### config.mk
export PLATFORM = sky130hd
export DESIGN_NAME = mbc_banked_flat
export DESIGN_NICKNAME = d
export VERILOG_FILES = /design/src/rtl/mbc_banked_if.sv /design/src/rtl/mbc_banked.sv /design/src/flat_wrapper.sv
export SDC_FILE = /design/constraint.sdc
export NUM_CORES = 1
export LEC_CHECK = 0
export ABC_CLOCK_PERIOD_IN_PS = 2700
export BUFFER_PORTS_ARGS = -buffer_cell sky130_fd_sc_hd__buf_2
export CAP_MARGIN = 20
export CORE_MARGIN = 2
export CORE_UTILIZATION = 40
export DETAILED_ROUTE_END_ITERATION = 16
export PLACE_DENSITY_LB_ADDON = 0.08
export SLEW_MARGIN = 20
export SYNTH_ARGS = -nofsm -noshare
export SYNTH_HDL_FRONTEND = slang
export SYNTH_SLANG_ARGS = --single-unit
### constraint.sdc
create_clock -name clock4 -period 2.7 [get_ports clock4]
set_clock_uncertainty 0.1 [all_clocks]
set_input_delay 0.54 -clock clock4 [delete_from_list [all_inputs] [get_ports clock4]]
set_output_delay 0.54 -clock clock4 [all_outputs]
set_load 0.01 [all_outputs]
### src/rtl/mbc_banked_if.sv
// Backing-store bus between the bank controller and the cartridge memory model.
// The controller drives address/select/strobes/write data; the store answers
// with mem_ready and mem_rdata.
interface mbc_banked_if #(
  parameter int ROM_BANK_BITS = 7,
  parameter int RAM_BANK_BITS = 2
);
  logic [ROM_BANK_BITS+13:0] rom_addr;
  logic [RAM_BANK_BITS+12:0] ram_addr;
  logic                      mem_sel;
  logic                      mem_read;
  logic                      mem_write;
  logic [7:0]                mem_wdata;
  logic                      mem_ready;
  logic [7:0]                mem_rdata;

  modport master (
    output rom_addr, ram_addr, mem_sel, mem_read, mem_write, mem_wdata,
    input  mem_ready, mem_rdata
  );

  modport slave (
    input  rom_addr, ram_addr, mem_sel, mem_read, mem_write, mem_wdata,
    output mem_ready, mem_rdata
  );
endinterface

### src/rtl/mbc_banked.sv
// Parametrised cartridge memory bank controller. Decodes CPU writes into the
// bank-control registers, maps CPU addresses onto ROM / external RAM, and runs
// one outstanding backing-store access at a time with a bounded wait.
module mbc_banked #(
  parameter int ROM_BANK_BITS = 7,
  parameter int RAM_BANK_BITS = 2,
  parameter int TIMEOUT       = 255
) (
  input  logic              clock4,
  input  logic              reset,
  input  logic [15:0]       address,
  input  logic [7:0]        indata,
  input  logic              load,
  input  logic              store,
  output logic [7:0]        outdata,
  output logic              busy,
  output logic              error,
  mbc_banked_if.master      mem
);

  localparam int LO_BITS = (ROM_BANK_BITS < 5) ? ROM_BANK_BITS : 5;
  // The counter holds the cycles already waited, so the last permitted cycle
  // is TIMEOUT-1; firing there gives a strobe exactly TIMEOUT cycles wide.
  localparam logic [7:0] TO_LAST = 8'(TIMEOUT - 1);

  typedef enum logic [1:0] {
    IDLE,
    ROM_RD,
    RAM_RD,
    RAM_WR
  } state_t;

  state_t state_q, state_d;

  // Bank-control registers
  logic               ram_en;
  logic [LO_BITS-1:0] bank_lo;
  logic [1:0]         bank_hi;
  logic               mode;

  // Access datapath registers
  logic [7:0]                wait_cnt;
  logic [ROM_BANK_BITS+13:0] rom_addr_q;
  logic [RAM_BANK_BITS+12:0] ram_addr_q;
  logic                      sel_q;
  logic [7:0]                wdata_q;

  // Decode / control strobes from the FSM
  logic                     is_low;
  logic                     is_ram;
  logic                     reg_wr;
  logic                     ram_off_rd;
  logic                     acc_done;
  logic                     acc_timeout;
  logic                     launch;
  logic [4:0]               lo_wr;
  logic [4:0]               lo_ext;
  logic [6:0]               bank_full;
  logic [ROM_BANK_BITS-1:0] rom_bank;
  logic [RAM_BANK_BITS-1:0] ram_bank;

  assign is_low = ~address[15];
  assign is_ram = (address[15:13] == 3'b101);

  // Zero check is on the full 5-bit field, before any truncation.
  assign lo_wr  = (indata[4:0] == 5'd0) ? 5'd1 : indata[4:0];
  assign lo_ext = 5'(bank_lo);

  assign bank_full = address[14] ? {bank_hi, lo_ext}
                                 : (mode ? {bank_hi, 5'b00000} : 7'd0);
  assign rom_bank  = bank_full[ROM_BANK_BITS-1:0];
  assign ram_bank  = mode ? bank_hi[RAM_BANK_BITS-1:0] : '0;

  assign launch = (state_q == IDLE) && (state_d != IDLE);

  // Next-state and per-cycle control decode
  always_comb begin
    state_d     = state_q;
    reg_wr      = 1'b0;
    ram_off_rd  = 1'b0;
    acc_done    = 1'b0;
    acc_timeout = 1'b0;
    case (state_q)
      IDLE: begin
        if (store) begin
          if (is_low)
            reg_wr = 1'b1;
          else if (is_ram && ram_en)
            state_d = RAM_WR;
        end else if (load) begin
          if (is_low)
            state_d = ROM_RD;
          else if (is_ram) begin
            if (ram_en)
              state_d = RAM_RD;
            else
              ram_off_rd = 1'b1;
          end
        end
      end
      default: begin
        if (mem.mem_ready) begin
          state_d  = IDLE;
          acc_done = 1'b1;
        end else if (wait_cnt == TO_LAST) begin
          state_d     = IDLE;
          acc_timeout = 1'b1;
        end
      end
    endcase
  end

  // FSM state register
  always_ff @(posedge clock4) begin
    if (reset)
      state_q <= IDLE;
    else
      state_q <= state_d;
  end

  // Bank-control register writes from the CPU
  always_ff @(posedge clock4) begin
    if (reset) begin
      ram_en  <= 1'b0;
      bank_lo <= LO_BITS'(1);
      bank_hi <= 2'b00;
      mode    <= 1'b0;
    end else if (reg_wr) begin
      case (address[14:13])
        2'b00:   ram_en  <= (indata[3:0] == 4'hA);
        2'b01:   bank_lo <= lo_wr[LO_BITS-1:0];
        2'b10:   bank_hi <= indata[1:0];
        default: mode    <= indata[0];
      endcase
    end
  end

  // Address/data latch on entry and wait counter during an access
  always_ff @(posedge clock4) begin
    if (reset) begin
      wait_cnt   <= '0;
      rom_addr_q <= '0;
      ram_addr_q <= '0;
      sel_q      <= 1'b0;
      wdata_q    <= '0;
    end else if (launch) begin
      wait_cnt <= '0;
      if (state_d == ROM_RD) begin
        sel_q      <= 1'b0;
        rom_addr_q <= {rom_bank, address[13:0]};
      end else begin
        sel_q      <= 1'b1;
        ram_addr_q <= {ram_bank, address[12:0]};
        if (state_d == RAM_WR)
          wdata_q <= indata;
      end
    end else if ((state_q != IDLE) && !acc_done && !acc_timeout) begin
      wait_cnt <= wait_cnt + 8'd1;
    end
  end

  // Read data and sticky error
  always_ff @(posedge clock4) begin
    if (reset) begin
      outdata <= 8'hFF;
      error   <= 1'b0;
    end else begin
      if (ram_off_rd)
        outdata <= 8'hFF;
      if (acc_done && (state_q != RAM_WR))
        outdata <= mem.mem_rdata;
      if (acc_timeout) begin
        error <= 1'b1;
        if (state_q != RAM_WR)
          outdata <= 8'hFF;
      end
    end
  end

  assign busy          = (state_q != IDLE);
  assign mem.mem_read  = (state_q == ROM_RD) || (state_q == RAM_RD);
  assign mem.mem_write = (state_q == RAM_WR);
  assign mem.mem_sel   = sel_q;
  assign mem.rom_addr  = rom_addr_q;
  assign mem.ram_addr  = ram_addr_q;
  assign mem.mem_wdata = wdata_q;

endmodule

### src/flat_wrapper.sv
// flat-port wrapper written by rule: the top's interface ports become plain ports
module mbc_banked_flat 
#(
  parameter int ROM_BANK_BITS = 7,
  parameter int RAM_BANK_BITS = 2,
  parameter int TIMEOUT       = 255
)
  (clock4, reset, address, indata, load, store, outdata, busy, error, mem_rom_addr, mem_ram_addr, mem_mem_sel, mem_mem_read, mem_mem_write, mem_mem_wdata, mem_mem_ready, mem_mem_rdata);
  mbc_banked_if #(.ROM_BANK_BITS(ROM_BANK_BITS), .RAM_BANK_BITS(RAM_BANK_BITS)) mem_i ();
  input  logic clock4;
  input  logic reset;
  input  logic [15:0] address;
  input  logic [7:0] indata;
  input  logic load;
  input  logic store;
  output logic [7:0] outdata;
  output logic busy;
  output logic error;
  output wire logic [$bits(mem_i.rom_addr)-1:0] mem_rom_addr;
  output wire logic [$bits(mem_i.ram_addr)-1:0] mem_ram_addr;
  output wire logic [$bits(mem_i.mem_sel)-1:0] mem_mem_sel;
  output wire logic [$bits(mem_i.mem_read)-1:0] mem_mem_read;
  output wire logic [$bits(mem_i.mem_write)-1:0] mem_mem_write;
  output wire logic [$bits(mem_i.mem_wdata)-1:0] mem_mem_wdata;
  input wire logic [$bits(mem_i.mem_ready)-1:0] mem_mem_ready;
  input wire logic [$bits(mem_i.mem_rdata)-1:0] mem_mem_rdata;
  assign mem_rom_addr = mem_i.rom_addr;
  assign mem_ram_addr = mem_i.ram_addr;
  assign mem_mem_sel = mem_i.mem_sel;
  assign mem_mem_read = mem_i.mem_read;
  assign mem_mem_write = mem_i.mem_write;
  assign mem_mem_wdata = mem_i.mem_wdata;
  assign mem_i.mem_ready = mem_mem_ready;
  assign mem_i.mem_rdata = mem_mem_rdata;
  mbc_banked #(.ROM_BANK_BITS(ROM_BANK_BITS), .RAM_BANK_BITS(RAM_BANK_BITS), .TIMEOUT(TIMEOUT)) u_core (.clock4(clock4), .reset(reset), .address(address), .indata(indata), .load(load), .store(store), .outdata(outdata), .busy(busy), .error(error), .mem(mem_i));
endmodule
==> results_dict.tcl <==
set metrics [dict create \
    status "finished clean" \
    irDropWorstVdd_mv 0.3175 \
    synthAdderAreaFrac_pct 1.733 \
    start_kind "register" \
    worstPathArrival_ns 2.36 \
    cts_setup_buffers 0 \
    tightest_slew_ns 0.8822 \
    fin_util_pct 53.26 \
    ys_types 40 \
    async_flop_share_pct 0 \
    start_util_pct 41.81 \
    finalCritPeriodShare_pct 81.05 \
    grt_max_degree 40 \
    syn-num-nets 369 \
    final_nets 462 \
    cts_buffers 9 \
    most-common-layout-cells "93 x buf_2, 73 x dfxtp_1, 41 x nand2_1, 39 x a21oi_1, 33 x nor2_1" \
    grt_overflow 0 \
    placed_area_mm2 0.003470 \
    drt-vias-per-instance 5.129 \
    power.share.clock_pct 41.6 \
    hold_viol_final 0 \
    avgRoutedWirePerCell_um 13.91 \
    yosysWarnings 0 \
    finalSetupViolCount 0 \
    dp_slack_ns 0.3723 \
    rsz0062_at_grt "false" \
    die_width_um 88.97 \
    drt_iter0_drc 142 \
    core_mm2 0.006907 \
    grt_pass1_vias 2376 \
    hold_path.class "in2reg" \
    synthSimpleGateAreaFrac_pct 19.89 \
    synthFlopType "dfxtp_1" \
    drive_above_1_share_pct 29.41 \
    io_buffers 93 \
    antennaDiodeCount 0 \
    numClockSinks 73 \
    area.growth.synth_to_final_pct 27.38 \
    worstPathRequired_ns 2.88 \
    cts.clk_slew.worst_paths_ns 0.07 \
    synth_edf_count 0 \
    r2r-end "u_core.outdata[1]$_SDFF_PP1_" \
    clock_latency_ns 0.34 \
    place_hpwl_um 4823 \
    holdPathStages 3 \
    setup.worst_path.end "u_core.outdata[1]$_SDFF_PP1_" \
    first_pass_iters 4 \
    track_usage_pct 18.31 \
    synthMuxAreaShare_pct 5.546 \
    r2r_start "u_core.state_q[1]$_SDFF_PP0_" \
    setup_tns_ns 0 \
    period_needed_ns 2.188 \
    drv_cap 0 \
    power_density_mw_per_mm2 597.0 \
    ctsHoldBuffers 0 \
    setup_ws_ns 0.5116 \
    cp-startpoint "u_core.state_q[1]$_SDFF_PP0_" \
    p_seq_share_pct 50.4 \
    clk_path_buf_depth 2 \
    wl_um 7246 \
    ant_nets 0 \
    yosysSeqAreaShare_pct 50.61 \
    cts-resized-gates 0 \
    combPwrFrac_pct 8.0 \
    p_switching_uw 515.2 \
    ys_ff_latch 73 \
    antenna_found_initial 0 \
    fp-row-count 30 \
    synth_top_family_by_area "simple AND/OR/NAND/NOR gates" \
    endpoint_kind "register" \
    syn_inst 328 \
    ctsRootBufferMaster "clkbuf_8" \
    grt_pass1_wl_um 11290 \
    max_freq_mhz 457.0 \
    p_leak_nw 1.522 \
    synth_compound_area_share_pct 16.64 \
    switching_share_pct 23.46 \
    ios 94 \
    total_power_mw 2.196 \
    cts_tree "done" \
    path_max_fanout 8 \
    slew_viol_final 0 \
    synth_xor_area_share_pct 2.123 \
    p_int_mw 1.681 \
    vias 2672 \
    cts_htree_levels 3 \
    final_cell_area_mm2 0.003679 \
    crit_type "reg2reg" \
    dieHeight_um 88.97 \
    maxSlewHeadroom_pct 40.69 \
    syn_area_mm2 0.002888 \
    syn_area_per_cell_um2 8.804 \
    place_congestion 0.7340 \
    r2r_slack_ns 0.51 \
    drc 0 \
    reg2reg_depth 6 \
    final_common_cell "buf_2" \
    die_area_mm2 0.007915 \
]
worst max-delay path, cell delays in order (launching register included):
cell	delay, ns
dfxtp_1	0.37
inv_1	0.08
ha_1	0.30
inv_1	0.18
o31ai_1	0.79
o22ai_1	0.19
nand2_1	0.11
stage by stage:
stage | instances | hold slack, ns
finish | 521 | 0.3310
global route | 521 | 0.3397
CTS | 521 | 0.3242
detailed placement | 506 | 0.3446
global placement | 506 | 0.3403
floorplan | 328 | 0.3475
Yosys cell counts (all sizes together) (2+ instances only):
library cell,number,area [um2]
nand2,41,153.9
nand4,9,56.30
nor3,2,10.01
dfxtp,73,1461
o21ai,23,118.9
nand3,19,95.09
a2bb2oi,2,17.52
nand2b,2,12.51
ha,4,50.05
xor2,6,52.55
mux2i,16,160.2
a21oi,41,209.0
nor2,33,123.9
buf,6,28.77
o22ai,8,50.05
nor4,2,12.51
or2,2,12.52
nand4b,2,17.52
inv,5,18.77
and3,2,12.51
a21o,2,15.01
clkbuf,14,52.55
routing by layer:
layer / routed length (um) / track usage [%] / vias up / part of all wire (%)
met5: 0 / 0 / - / 0
met4: 63 / 6.242 / 0 / 0.87
met3: 455 / 3.878 / 6 / 6.3
met2: 3347 / 30.39 / 87 / 46
met1: 3379 / 23.82 / 1252 / 47
li1: - / - / 1327 / -
area by class of cell:
class | count | area [um2]
fill | 702 | 3228
sequential | 73 | 1461
multi-input combinational | 230 | 1336
timing repair buffer | 102 | 533.0
clock buffer | 10 | 127.6
tap | 96 | 120.1
clock inverter | 5 | 81.33
inverter | 5 | 18.77
power groups by stage:
stage               registers (mW)  logic, mW  clock network [mW]
finish                        1.11      0.175               0.914
detailed placement            1.13      0.174                   0
global route                  1.11      0.193               0.978
global placement              1.13      0.174                   0
floorplan                     1.14     0.0874                   0
CTS                           1.11      0.176               0.933
sequential cells by signal, summed over array words and instances (netlist names):
name                  flops
u_core.mem.rom_addr      21
u_core.mode               1
u_core.mem.ram_addr      15
u_core.ram_en             1
u_core.wait_cnt           8
u_core.bank_hi            2
u_core.outdata            8
u_core.mem.mem_sel        1
u_core.bank_lo            5
u_core.mem.mem_wdata      8
u_core.error              1
u_core.state_q            2
worst min path at each step:
| stage | startpoint | slack [ns] | to |
|---|---|---|---|
| finish | mem_mem_rdata[3] | 0.33 | u_core.outdata[3]$_SDFF_PP1_ |
| global placement | u_core.mem.ram_addr[11]$_SDFFE_PP0P_ | 0.34 | u_core.mem.ram_addr[11]$_SDFFE_PP0P_ |
| detailed placement | u_core.mem.ram_addr[13]$_SDFFE_PP0P_ | 0.34 | u_core.mem.ram_addr[13]$_SDFFE_PP0P_ |
| CTS | mem_mem_rdata[7] | 0.32 | u_core.outdata[7]$_SDFF_PP1_ |
| floorplan | u_core.bank_lo[0]$_SDFFE_PP1P_ | 0.35 | u_core.mem.rom_addr[14]$_SDFFE_PP0P_ |
| global route | indata[7] | 0.34 | u_core.mem.mem_wdata[7]$_SDFFE_PP0P_ |
cell families (layout without fill, tap and decap cells):
| logic type | Yosys count | in the layout |
|---|---|---|
| simple gates | 121 | 121 |
| compound gates | 82 | 82 |
| flops | 73 | 73 |
| xor+xnor | 7 | 7 |
| fa+ha+maj | 4 | 4 |
| mux | 16 | 16 |
| buf+inv | 25 | 122 |
No activity file was read; power rests on OpenSTA's default activity.
